==> config.mk <==
export PLATFORM = sky130hd
export DESIGN_NAME = mem_dma_copy
export DESIGN_NICKNAME = d
export VERILOG_FILES = /design/src/rtl/mem_dma_copy.sv
export SDC_FILE = /design/constraint.sdc
export NUM_CORES = 1
export LEC_CHECK = 0
export ABC_CLOCK_PERIOD_IN_PS = 2150
export CAP_MARGIN = 20
export CORE_MARGIN = 4
export CORE_UTILIZATION = 47
export CTS_BUF_LIST = sky130_fd_sc_hd__clkbuf_8
export DETAILED_ROUTE_END_ITERATION = 6
export GPL_TIMING_DRIVEN = 0
export PLACE_DENSITY = 0.8
export SLEW_MARGIN = 0
export SYNTH_ARGS = -nofsm -noshare
export SYNTH_HDL_FRONTEND = slang
export SYNTH_SLANG_ARGS = --single-unit
==> constraint.sdc <==
create_clock -name CLK -period 2.15 [get_ports CLK]
set_input_delay 0.43 -clock CLK [delete_from_list [all_inputs] [get_ports CLK]]
set_output_delay 0.43 -clock CLK [all_outputs]
set_load 0.005 [all_outputs]
==> src/rtl/mem_dma_copy.sv <==
// Bus-initiator DMA that copies LEN words from SRC_ADDR to DST_ADDR, ascending, 3 cycles per word.
// Optional running checksum of copied words when DMA_COPY_CHECKSUM_EN is defined.
module mem_dma_copy #(
  parameter int ADDR_W = 26,
  parameter int DATA_W = 32,
  parameter int LEN_W  = 16
) (
  input  logic              CLK,
  input  logic              RST,
  input  logic              START,
  input  logic [ADDR_W-1:0] SRC_ADDR,
  input  logic [ADDR_W-1:0] DST_ADDR,
  input  logic [LEN_W-1:0]  LEN,
  output logic              BUSY,
  output logic              DONE,
  output logic [LEN_W-1:0]  WORDS_DONE,
  output logic [ADDR_W-1:0] ADDR,
  output logic              READ,
  output logic              WRITE,
  output logic [DATA_W-1:0] MEM_DATA_OUT,
  input  logic [DATA_W-1:0] MEM_DATA_IN,
  output logic [DATA_W-1:0] CHECKSUM
);

  typedef enum logic [1:0] {IDLE, RD_REQ, RD_WAIT, WR} state_t;

  state_t            state;
  logic [ADDR_W-1:0] src_ptr;
  logic [ADDR_W-1:0] dst_ptr;
  logic [LEN_W-1:0]  remaining;

  // MEM_DATA_OUT doubles as the word buffer: it is loaded at the end of
  // RD_WAIT and held until the next read completes.
  always_ff @(posedge CLK or negedge RST) begin
    if (!RST) begin
      state        <= IDLE;
      src_ptr      <= '0;
      dst_ptr      <= '0;
      remaining    <= '0;
      BUSY         <= 1'b0;
      DONE         <= 1'b0;
      WORDS_DONE   <= '0;
      ADDR         <= '0;
      READ         <= 1'b0;
      WRITE        <= 1'b0;
      MEM_DATA_OUT <= '0;
    end else begin
      DONE <= 1'b0;
      case (state)
        IDLE: begin
          if (START) begin
            src_ptr    <= SRC_ADDR;
            dst_ptr    <= DST_ADDR;
            remaining  <= LEN;
            WORDS_DONE <= '0;
            if (LEN == '0) begin
              DONE <= 1'b1;
            end else begin
              state <= RD_REQ;
              BUSY  <= 1'b1;
              READ  <= 1'b1;
              ADDR  <= SRC_ADDR;
            end
          end
        end
        RD_REQ: begin
          state <= RD_WAIT;
        end
        RD_WAIT: begin
          MEM_DATA_OUT <= MEM_DATA_IN;
          READ         <= 1'b0;
          WRITE        <= 1'b1;
          ADDR         <= dst_ptr;
          state        <= WR;
        end
        WR: begin
          WRITE      <= 1'b0;
          WORDS_DONE <= WORDS_DONE + LEN_W'(1);
          src_ptr    <= src_ptr + ADDR_W'(1);
          dst_ptr    <= dst_ptr + ADDR_W'(1);
          remaining  <= remaining - LEN_W'(1);
          if (remaining == LEN_W'(1)) begin
            state <= IDLE;
            BUSY  <= 1'b0;
            DONE  <= 1'b1;
          end else begin
            state <= RD_REQ;
            READ  <= 1'b1;
            ADDR  <= src_ptr + ADDR_W'(1);
          end
        end
        default: begin
          state <= IDLE;
          BUSY  <= 1'b0;
          READ  <= 1'b0;
          WRITE <= 1'b0;
        end
      endcase
    end
  end

`ifdef DMA_COPY_CHECKSUM_EN
  // Sum accumulates the word being written, so it is final in the DONE cycle.
  always_ff @(posedge CLK or negedge RST) begin
    if (!RST) begin
      CHECKSUM <= '0;
    end else if (state == IDLE && START) begin
      CHECKSUM <= '0;
    end else if (state == WR) begin
      CHECKSUM <= CHECKSUM + MEM_DATA_OUT;
    end
  end
`else
  assign CHECKSUM = '0;
`endif

endmodule

==> results of run 1 <==
==> per-stage QoR <==
stage / worst slack, ps / hold WS (ps) / instance area (sq um) / power, mW
3_5_place_dp: -697 / 478 / 10900 / 14.4
6_report: -44.4 / 498 / 11800 / 18.0
4_1_cts: -98.1 / 508 / 11600 / 17.4
5_1_grt: -113 / 518 / 11800 / 19.1
3_3_place_gp: -5620 / 485 / 10800 / 14.2
2_1_floorplan: 13.9 / 134 / 8760 / 10.8
==> report_power, final <==
| group | switching, mW | internal [mW] |
|---|---|---|
| clock network | 1.11 | 1.25 |
| registers | 1.38 | 4.11 |
| logic | 5.25 | 4.90 |
==> what timing repair did <==
| action | CTS | global route |
|---|---|---|
| setup buffers | 16 | 14 |
| gates cloned | 2 | 0 |
| hold endpoints to repair | 45 | 0 |
| endpoints found under the setup margin | 145 | 91 |
| resized for setup | 64 | 52 |
| pin swaps | 8 | 11 |
| hold buffers | 1 | 0 |
==> final cells by class <==
class,instances,area (sq um)
buffer,92,612
clock buffer,21,289
clock inverter,11,133
fill,1487,6180
inverter,16,60.1
multi-input combinational,697,4660
sequential,148,3710
tap,229,287
timing repair buffer,213,2100
==> path summary, 6_finish.rpt <==
check,start,endpoint,slack [ps]
max,state[1],ADDR[11],-40
min,WRITE,WRITE,500
max reg2reg,state[1],ADDR[11],-40
min reg2reg,WRITE,WRITE,500
max in group asynchronous,RST,dst_ptr[10],770
min in group asynchronous,RST,WORDS_DONE[6],540
==> flip-flops by register name, indices dropped and copies added (netlist names) <==
signal / flops
src_ptr: 26
WORDS_DONE: 16
state: 2
WRITE: 1
DONE: 1
remaining: 16
dst_ptr: 26
MEM_DATA_OUT: 32
ADDR: 26
READ: 1
BUSY: 1
==> kinds of logic after synthesis <==
group | count (synthesis) | share of synthesized area, %
simple gates | 296 | 17.9
mux | 82 | 10.7
compound gates | 251 | 17.7
buf+inv | 116 | 6.86
other cells | 1 | 0.0434
fa+ha+maj | 9 | 1.30
xor+xnor | 26 | 2.64
flops | 148 | 42.9
==> tightest hold or removal path, delay by kind of cell, from the launching register on <==
kind | cells | cell delay (ps)
flops | 1 | 350
simple gates | 2 | 110
==> synthesized netlist by cell type (4+ instances only) <==
cell type,n
nor3b_1,4
o31a_1,4
nand4_1,18
ha_1,9
nand3_1,51
buf_4,34
a22oi_1,22
nor4_1,17
a31oi_1,14
or4_1,4
nand2_1,80
clkbuf_1,36
and4_1,5
xnor2_1,14
buf_2,11
nor3_1,13
a22o_1,5
nor2_1,46
mux2_2,42
mux2_4,10
xor2_1,12
a21oi_1,76
nand2b_1,7
or3_1,4
mux2i_1,30
o22a_1,7
and3_1,23
buf_1,16
o22ai_1,54
o21ai_0,44
inv_1,16
dfrtp_1,148
==> per-layer routing <==
| metal | vias up | routed length, um | GRT usage, % |
|---|---|---|---|
| li1 | 3876 | - | - |
| met1 | 4093 | 11000 | 35.5 |
| met2 | 594 | 13200 | 42.5 |
| met3 | 94 | 3780 | 9.18 |
| met4 | 0 | 1200 | 13.0 |
| met5 | - | 0 | 0 |
==> run_results.csv, run 1 <==
group,metric,value,unit
outcome,status,"finished with violations",
outcome,violations,"DRC, setup timing",
synthesis,yosys-top-cells-area,"dfrtp_1 43%, mux2_2 5.5%, a21oi_1 4.4%, o22ai_1 3.9%, mux2i_1 3.5%",
synthesis,syn_inst,929,
layout,layout-drive-gt1-share,19.5,%
detailed_routing,drc_errors,3,
sta,tightest_slew,757,ps
global_routing,grtUsageTotal,27.7,%
sta,finalSetupViolations,12,
layout,areaGrowthSynthToFinish,37.1,%
run,maxCapViolCount,0,
setup_path,critPathSlowestCell,"dfrtp_1",
detailed_routing,via_per_inst,6.07,
power_and_ir_drop,ir_drop,0.000854,V
layout,mostFrequentLayoutCells,"179 x clkdlybuf4s50_1, 146 x dfrtp_1, 79 x nand2_1",
place,portBuffers,180,
synthesis,synth_area,8640,sq um
detailed_routing,drt_iter0_drc,969,
sta,layout_setup_ws,-44.4,ps
setup_path,cp.buffers_inverters,2,
clocking,cts.sinks,148,
setup_path,r2r.worst_path.cells,8,
layout,final_core_util,65.7,%
synthesis,ys_async_sr_fraction,100,%
synthesis,synth_edf_count,0,
setup_path,cp_top_family,"simple AND/OR/NAND/NOR gates",
setup_path,path_class,"reg2reg",
clocking,clkTransAtPathRegs,80,ps
clocking,htree_levels,4,
clocking,cts_buffers,17,
clocking,cts_tree,"built",
synthesis,synth_seq_area_share,42.9,%
clocking,clk_path_buf_depth,2,
clocking,clockRootBuffer,"clkbuf_8",
place,hpwl,20200,um
floorplan,core,18000,sq um
synthesis,yosysWarnings,0,
sta,maxSlewViolCount,0,
floorplan,io_pins,213,
sta,tns,-432,ps
sta,period_share,102,%
synthesis,synth_flop_cell,"dfrtp_1",
setup_path,cp-start-kind,"register",
global_routing,grt_pass1_wl,44400,um
setup_path,cp.depth,8,
floorplan,start_util,47.9,%
sta,timing.fmax,456,MHz
min_path,whs_path_depth,2,
setup_path,arrival,2560,ps
sta,min_period,2190,ps
setup_path,cpPeakStageDelay,420,ps
global_routing,grt_pass1_vias,8214,
synthesis,synth-seq-cells,148,
synthesis,synth_cell_type_count,61,
detailed_routing,drtPass1Iterations,7,
floorplan,dieArea,20600,sq um
sta,rsz0062_at_grt,"yes",
synthesis,yosysTopAreaCellShare,42.9,%
place,dp.cells,1370,
synthesis,synth.largest_area_cell,"dfrtp_1",
setup_path,crit_chain,"inv_2 > ha_4 > nor4b_4 > nand4_1 > o41a_1 > and2_4 > buf_12 > mux2_4",
global_routing,grt_max_degree,83,
sta,hold_viol_final,0,
detailed_routing,vias,8657,
sta,slew_headroom,49.1,%
power_and_ir_drop,pwr_density_cell,1520,nW/um^2
detailed_routing,detail_route.wl_per_cell,20.5,um
global_routing,overflow,0,
sta,clock_skew,12.3,ps
floorplan,die_width,144,um
layout,layout.cells.non_filler,1427,
floorplan,die_h,144,um
layout,final_common_cell,"clkdlybuf4s50_1",
setup_path,crit_required,2510,ps
setup_path,endpoint_kind,"register",
min_path,holdCritPathClass,"reg2reg",
setup_path,crit_fanout,5,
detailed_routing,drt_wl_total,29200,um
synthesis,syn_area_per_cell,9.30,sq um
floorplan,rows,49,
detailed_routing,postRouteAntennaNets,0,
place,gp_congestion,0.971,
power_and_ir_drop,p_leak,5.02,nW
layout,final_nets,1297,
global_routing,antenna_found_initial,0,
clocking,clock_latency,470,ps
layout,insertedDiodeCount,0,
Note: power is estimated with default switching activity, not from simulation.
==> run 2, diff against run 1 <==
--- a/config.mk
+++ b/config.mk
@@ -10,6 +10,7 @@
 export CORE_MARGIN = 4
 export CORE_UTILIZATION = 47
 export CTS_BUF_LIST = sky130_fd_sc_hd__clkbuf_8
+export CTS_CLUSTER_DIAMETER = 30
 export DETAILED_ROUTE_END_ITERATION = 6
 export GPL_TIMING_DRIVEN = 0
 export PLACE_DENSITY = 0.8
==> results of run 2 <==
Same layout as run 1: the final DEF is identical, and so are final timing and power.
